File: src/rtl/dl_reader_if.sv
// dl_reader_if: bus-side bundle between the DL databus / ALU control and the
// DL->DV receive buffer.
//   DL      8  internal databus, true polarity, idles at 8'hFF
//   DataIn  1  load strobe: capture DL at this edge
//   Pop     1  ALU consumed the head entry
//   Flush   1  discard all entries, clear Overrun
//   DV      8  head entry for ALU Operand2 (8'hFF when empty)
//   DVValid 1  head entry present
//   Full    1  both entries occupied
//   Overrun 1  sticky: a load was dropped while full
// master = bus/ALU control side, slave = the buffer itself.
interface dl_reader_if;
  logic [7:0] DL;
  logic       DataIn;
  logic       Pop;
  logic       Flush;
  logic [7:0] DV;
  logic       DVValid;
  logic       Full;
  logic       Overrun;

  modport master (output DL, DataIn, Pop, Flush,
                  input  DV, DVValid, Full, Overrun);
  modport slave  (input  DL, DataIn, Pop, Flush,
                  output DV, DVValid, Full, Overrun);
endinterface

File: src/rtl/dl_reader.sv
// dl_reader: 2-entry receive buffer from the DL databus to the ALU Operand2
// path. Loads are captured on DataIn, the head entry is presented on DV and
// retired on Pop. Every output is decoded from registers only.
//   CLK2    1  sole clock, rising edge
//   nRESET  1  synchronous active-low reset
//   bus     dl_reader_if.slave (DL/DataIn/Pop/Flush in, DV/DVValid/Full/Overrun out)
module dl_reader (
  input  logic        CLK2,
  input  logic        nRESET,
  dl_reader_if.slave  bus
);
  typedef enum logic [1:0] {EMPTY = 2'd0, ONE = 2'd1, TWO = 2'd2} state_e;

  state_e     state_q, state_d;
  logic [7:0] head_q, head_d;
  logic [7:0] tail_q, tail_d;
  logic       ovr_q, ovr_d;

  always_ff @(posedge CLK2) begin
    if (!nRESET) begin
      state_q <= EMPTY;
      head_q  <= 8'hFF;
      tail_q  <= 8'hFF;
      ovr_q   <= 1'b0;
    end else begin
      state_q <= state_d;
      head_q  <= head_d;
      tail_q  <= tail_d;
      ovr_q   <= ovr_d;
    end
  end

  always_comb begin
    state_d = state_q;
    head_d  = head_q;
    tail_d  = tail_q;
    ovr_d   = ovr_q;
    if (bus.Flush) begin
      // Flush overrides any load/pop in the same cycle.
      state_d = EMPTY;
      head_d  = 8'hFF;
      tail_d  = 8'hFF;
      ovr_d   = 1'b0;
    end else begin
      unique case (state_q)
        EMPTY: begin
          // Pop on empty is silently ignored.
          if (bus.DataIn) begin
            head_d  = bus.DL;
            state_d = ONE;
          end
        end
        ONE: begin
          if (bus.DataIn && bus.Pop) begin
            head_d = bus.DL;
          end else if (bus.DataIn) begin
            tail_d  = bus.DL;
            state_d = TWO;
          end else if (bus.Pop) begin
            state_d = EMPTY;
          end
        end
        TWO: begin
          if (bus.Pop) begin
            // Tail advances to head; a same-cycle load refills the tail.
            head_d = tail_q;
            if (bus.DataIn) tail_d = bus.DL;
            else            state_d = ONE;
          end else if (bus.DataIn) begin
            ovr_d = 1'b1;
          end
        end
        default: state_d = EMPTY;
      endcase
    end
  end

  assign bus.DVValid = (state_q != EMPTY);
  assign bus.Full    = (state_q == TWO);
  assign bus.Overrun = ovr_q;
  // Empty buffer looks like the precharged idle bus.
  assign bus.DV      = bus.DVValid ? head_q : 8'hFF;
endmodule

File: src/flat_wrapper.sv
// flat-port wrapper written by rule: the top's interface ports become plain ports
module dl_reader_flat 
  (CLK2, nRESET, bus_DL, bus_DataIn, bus_Pop, bus_Flush, bus_DV, bus_DVValid, bus_Full, bus_Overrun);
  dl_reader_if bus_i ();
  input  logic CLK2;
  input  logic nRESET;
  input wire logic [$bits(bus_i.DL)-1:0] bus_DL;
  input wire logic [$bits(bus_i.DataIn)-1:0] bus_DataIn;
  input wire logic [$bits(bus_i.Pop)-1:0] bus_Pop;
  input wire logic [$bits(bus_i.Flush)-1:0] bus_Flush;
  output wire logic [$bits(bus_i.DV)-1:0] bus_DV;
  output wire logic [$bits(bus_i.DVValid)-1:0] bus_DVValid;
  output wire logic [$bits(bus_i.Full)-1:0] bus_Full;
  output wire logic [$bits(bus_i.Overrun)-1:0] bus_Overrun;
  assign bus_i.DL = bus_DL;
  assign bus_i.DataIn = bus_DataIn;
  assign bus_i.Pop = bus_Pop;
  assign bus_i.Flush = bus_Flush;
  assign bus_DV = bus_i.DV;
  assign bus_DVValid = bus_i.DVValid;
  assign bus_Full = bus_i.Full;
  assign bus_Overrun = bus_i.Overrun;
  dl_reader u_core (.CLK2(CLK2), .nRESET(nRESET), .bus(bus_i));
endmodule
File: config.mk
export PLATFORM = sky130hd
export DESIGN_NAME = dl_reader_flat
export DESIGN_NICKNAME = d
export VERILOG_FILES = /design/src/rtl/dl_reader_if.sv /design/src/rtl/dl_reader.sv /design/src/flat_wrapper.sv
export SDC_FILE = /design/constraint.sdc
export NUM_CORES = 1
export LEC_CHECK = 0
export ABC_AREA = 1
export CAP_MARGIN = 20
export CORE_ASPECT_RATIO = 1.5
export CORE_UTILIZATION = 43
export DETAILED_ROUTE_END_ITERATION = 8
export PLACE_DENSITY = 0.86
export SYNTH_ARGS = -nofsm -noshare
export SYNTH_HDL_FRONTEND = slang
export SYNTH_SLANG_ARGS = --single-unit
File: constraint.sdc
create_clock -name CLK2 -period 1.1 [get_ports CLK2]
set_input_delay 0.11 -clock CLK2 [delete_from_list [all_inputs] [get_ports CLK2]]
set_output_delay 0.11 -clock CLK2 [all_outputs]
set_load 0.05 [all_outputs]
### Word level (Yosys, flattened, before mapping)

Index checks and enable logic that the tools add are counted.

| storage, ports and cells | value |
|---|---|
| memory bits (writable) | 0 |
| latch bits | 0 |
| memories | 0 |
| memory bits (read-only) | 0 |
| register bits after elaboration | 19 |
| bits of input ports | 13 |
| output and inout port bits | 11 |

| cells by class | value |
|---|---|
| div/mod/pow operators | 0 |
| reductions and logical operators | 10 |
| equal/unequal tests | 8 |
| bitwise gates (word level) | 2 |
| magnitude comparators | 0 |
| shift-type cells | 0 |
| multiply operators | 0 |
| add/subtract/negate cells | 0 |
| multiplexer cells | 16 |

Operators by type and width:

| operator | count |
|---|---|
| 2-to-1 mux 8 bit | 7 |
| case mux 8 bit (3 select lines) | 1 |
| case mux 8 bit (2 select lines) | 1 |
| 2-to-1 mux 2 bit | 6 |
| != test 2 bit (second input constant) | 4 |
| case mux 2 bit (3 select lines) | 1 |
| AND reduction 3 bit | 2 |
| AND reduction 5 bit | 1 |
| AND reduction 4 bit | 1 |
| nonzero test 2 bit | 2 |
| != test 3 bit (second input constant) | 1 |
| nonzero test 3 bit | 1 |
| equality test 2 x 1 -> 1 bit (second input constant) | 1 |
| equality test 2 bit (second input constant) | 1 |
| zero test 2 bit | 1 |
| != test 2 x 1 -> 1 bit (second input constant) | 1 |
| NOT 1 bit | 2 |
| OR reduction 2 bit | 1 |
| logical AND 1 bit | 1 |

### Longest topological paths before layout

| logic depth | value |
|---|---|
| word-level depth | 4 |
| gate-level depth with buffers | 7 |

### Least setup slack after synthesis

OpenSTA, ideal clock, no wires.

| path | value |
|---|---|
| kind | reg2out |
| start | register u_core.state_q[0] |
| end | output port bus_DV[0] |
| slack | -0.415 ns |
| stages on the path, launching flop included | 4 |
| buffers on the path | 0 |
| data arrival time | 1.405 ns |
| path through | dfxtp_1 > inv_1 > nand2_1 > nand2_1 |

| on the way | value |
|---|---|
| word-level cells in the longest chain between the ends | 2 |

Ends and longest elaborated chain:

| item | line | source |
|---|---|---|
| start: declaration | dl_reader.sv:14 | `state_e state_q, state_d;` |
| start signal: assignment | dl_reader.sv:26 | `state_q <= state_d;` |
| nonzero test 2 bit | dl_reader.sv:78 | `assign bus.DVValid = (state_q != EMPTY);` |
| via bus_DVValid | flat_wrapper.sv:12 | `output wire logic [$bits(bus_i.DVValid)-1:0] bus_DVValid;` |
| 2-to-1 mux 8 bit | dl_reader.sv:82 | `assign bus.DV = bus.DVValid ? head_q : 8'hFF;` |
| end: declaration | flat_wrapper.sv:11 | `output wire logic [$bits(bus_i.DV)-1:0] bus_DV;` |

The timed path passes the listed nets, and every way through them passes these cells.

### Worst setup path after layout

| path | value |
|---|---|
| start | register u_core.state_q[1] |
| end | output port bus_DV[0] |

| on the way | value |
|---|---|
| word-level cells in the longest chain between the ends | 2 |

Ends and longest elaborated chain:

| item | line |
|---|---|
| nonzero test 2 bit | dl_reader.sv:78 |
| 2-to-1 mux 8 bit | dl_reader.sv:82 |

Every way passes these cells.

==> flow_metrics.tcl <==
set metrics [dict create \
    vias 1210 \
    status "finished, violations left" \
    ys_warn_count 0 \
    drive_above_1_share 0.428 \
    path_delay_family "flip-flops" \
    port_buffers 23 \
    syn_nets 156 \
    layout_commonest_cell "nand2_1" \
    drt_pre_antenna_iters 4 \
    relSlewSlack 0.796 \
    multi_input_area_um2 679 \
    final_cell_mix "nand2_1 (27), nand3_1 (25), nand2_2 (24), dfxtp_1 (17), buf_4 (14)" \
    end_kind "primary output" \
    timing.critical_path.buf_inv 3 \
    die_x_um 40.6 \
    numCtsBuffers 3 \
    die_h_um 59.9 \
    cpPeakStageDelay_ps 410 \
    crit_required_ps 990 \
    start_util 0.462 \
    rows 20 \
    place_congestion 0.922 \
    area_growth_pct 78.6 \
    n_antenna_cell 0 \
    hold_buffers 0 \
    worst_clock_skew_ps 8.12 \
    wl_um 3470 \
    drc_errors 0 \
    fin_crit_sh 1.22 \
    fp.coreArea_um2 2080 \
    antenna_found_initial 0 \
    io_pins 24 \
    path_clk_slew_ps 110 \
    hpwl_um 1800 \
    syn_area_per_cell_um2 6.71 \
    critPathKind "reg2out" \
    hold_viol_final 0 \
    crit_fanout 9 \
    grt.total_usage 0.258 \
    nets 201 \
    yosysSeqAreaShare 0.396 \
    finalNonFillerCells 209 \
    synth_cells 143 \
    worstHoldPathType "in2reg" \
    period_needed_ps 1340 \
    grt_pass1_vias 1063 \
    fin_total_pwr_uw 1430 \
    holdWs_ps 456 \
    grt_pass1_wl_um 4400 \
    nFillCells 110 \
    seqCellArea_um2 388 \
    slew_violations 0 \
    peakVddDrop_mv 0.601 \
    fmaxAchievable_mhz 745 \
    path_cells "inv_8, buf_6, nand2_8, nand2_2, buf_12" \
    grt-ovfl-total 0 \
    cts_max_level 1 \
    synth.distinct_cells 17 \
    insertion_delay_ps 310 \
    cp-start-kind "flip-flop" \
    worstPathArrival_ps 1230 \
    setup_viol 27 \
    cts_tree "done" \
    drv_cap 0 \
    numPlacedInstances 194 \
    cts_root_buffer "clkbuf_4" \
    antenna_left 0 \
    dp_slack_ps -290 \
    wl_per_cell_um 16.6 \
    final.setup.worst_slack_ps -243 \
    die_area_um2 2430 \
    drtIter0Drc 106 \
    slowest_stage "dfxtp_4" \
    cts.sinks 19 \
    rsz0062_at_grt "yes" \
    max_slew.worst_pin.slew_ps 305 \
    p_leak_uw 0.000832 \
    violations "setup timing" \
    vias_per_cell 5.79 \
    cts_buffer_depth 2 \
    ys_seq_elements 19 \
    netlist_area_um2 960 \
    power.density_nw_per_um2 835 \
    grt_max_degree 11 \
]
==> through the flow <==
step	setup TNS [ps]	util	cell area, µm²
4_1_cts	-3190	0.728	1510
3_3_place_gp	-3270	0.673	1400
3_5_place_dp	-4340	0.673	1400
2_1_floorplan	-16.8	-	987
5_1_grt	-5180	0.825	1710
6_report	-4070	0.825	1710
==> synth_stat cells <==
cell     count  share of area
a21oi_1      2          0.010
a31oi_1      1         0.0065
buf_2        1         0.0052
buf_4        1         0.0078
buf_6        1          0.012
dfxtp_1     19           0.40
inv_1       14          0.055
inv_2        2         0.0078
nand2_1     58           0.23
nand2_2      2          0.013
nand2_4      1          0.012
nand3_1     26           0.14
nand3_2      2          0.021
nand3_4      1          0.018
nand4_1      8          0.052
nor2_1       2         0.0078
nor2_2       2          0.013
==> cell type report <==
cell class / instances / area share
repair buffers: 42 / 0.303
clock buffers: 4 / 0.0153
inverters: 16 / 0.0431
flip-flops and latches: 19 / 0.226
well taps: 22 / 0.0161
multi-input cells: 106 / 0.396
==> worst paths after layout <==
| check | start | end | slack, ps | cells after the start |
|---|---|---|---|---|
| worst max-delay path | u_core.state_q[1]$_SDFFE_PP0P_ | bus_DV[0] | -240 | 5 |
| worst min-delay path | bus_DL[7] | u_core.tail_q[7]$_SDFFE_PP1P_ | 460 | 3 |
| worst max register to register | u_core.state_q[0]$_SDFFE_PP0P_ | u_core.head_q[1]$_SDFFE_PP1P_ | -140 | 8 |
| worst min register to register | u_core.tail_q[7]$_SDFFE_PP1P_ | u_core.tail_q[7]$_SDFFE_PP1P_ | 500 | 2 |
==> power by group <==
part	total (µW)	switching [µW]	leakage, µW	internal [µW]
clock network	367	225	0.0000150	142
registers	719	14.4	0.000157	704
logic	345	192	0.000660	152
==> worst reg2reg max path: stages (launching register included) <==
cell and delay (ps):
dfxtp_4 380, buf_6 120, nor2_4 130, buf_6 130, inv_4 70, nand2_1 80, nand2_1 70, nand2_1 70
nand3_1 70
==> logic make-up (layout without fill, tap and decap cells) <==
family,after synthesis,in the layout,synth area share
flip-flops,19,19,0.396
AO/OA/AOI/OAI,3,3,0.0170
AND/OR/NAND/NOR,102,103,0.499
buffers and inverters,19,62,0.0874
==> metal layers <==
layer | track usage | share of wire
met3 | 0.0372 | 0.094
met4 | 0.138 | 0.028
met5 | 0 | 0
met1 | 0.263 | 0.38
met2 | 0.465 | 0.50
==> sequential cells by signal, summed over array words and instances, names as in the netlist <==
register,count
u_core.state_q,2
u_core.bus.Overrun,1
u_core.head_q,8
u_core.tail_q,8
==> what timing repair did <==
item                       CTS  global route
cloned                       0             1
resized for setup            7            46
pin swaps                    2            11
setup buffers                6             4
hold endpoints to repair     0             0
setup endpoints to repair   27            28
Power figures use the tool's default switching activity.
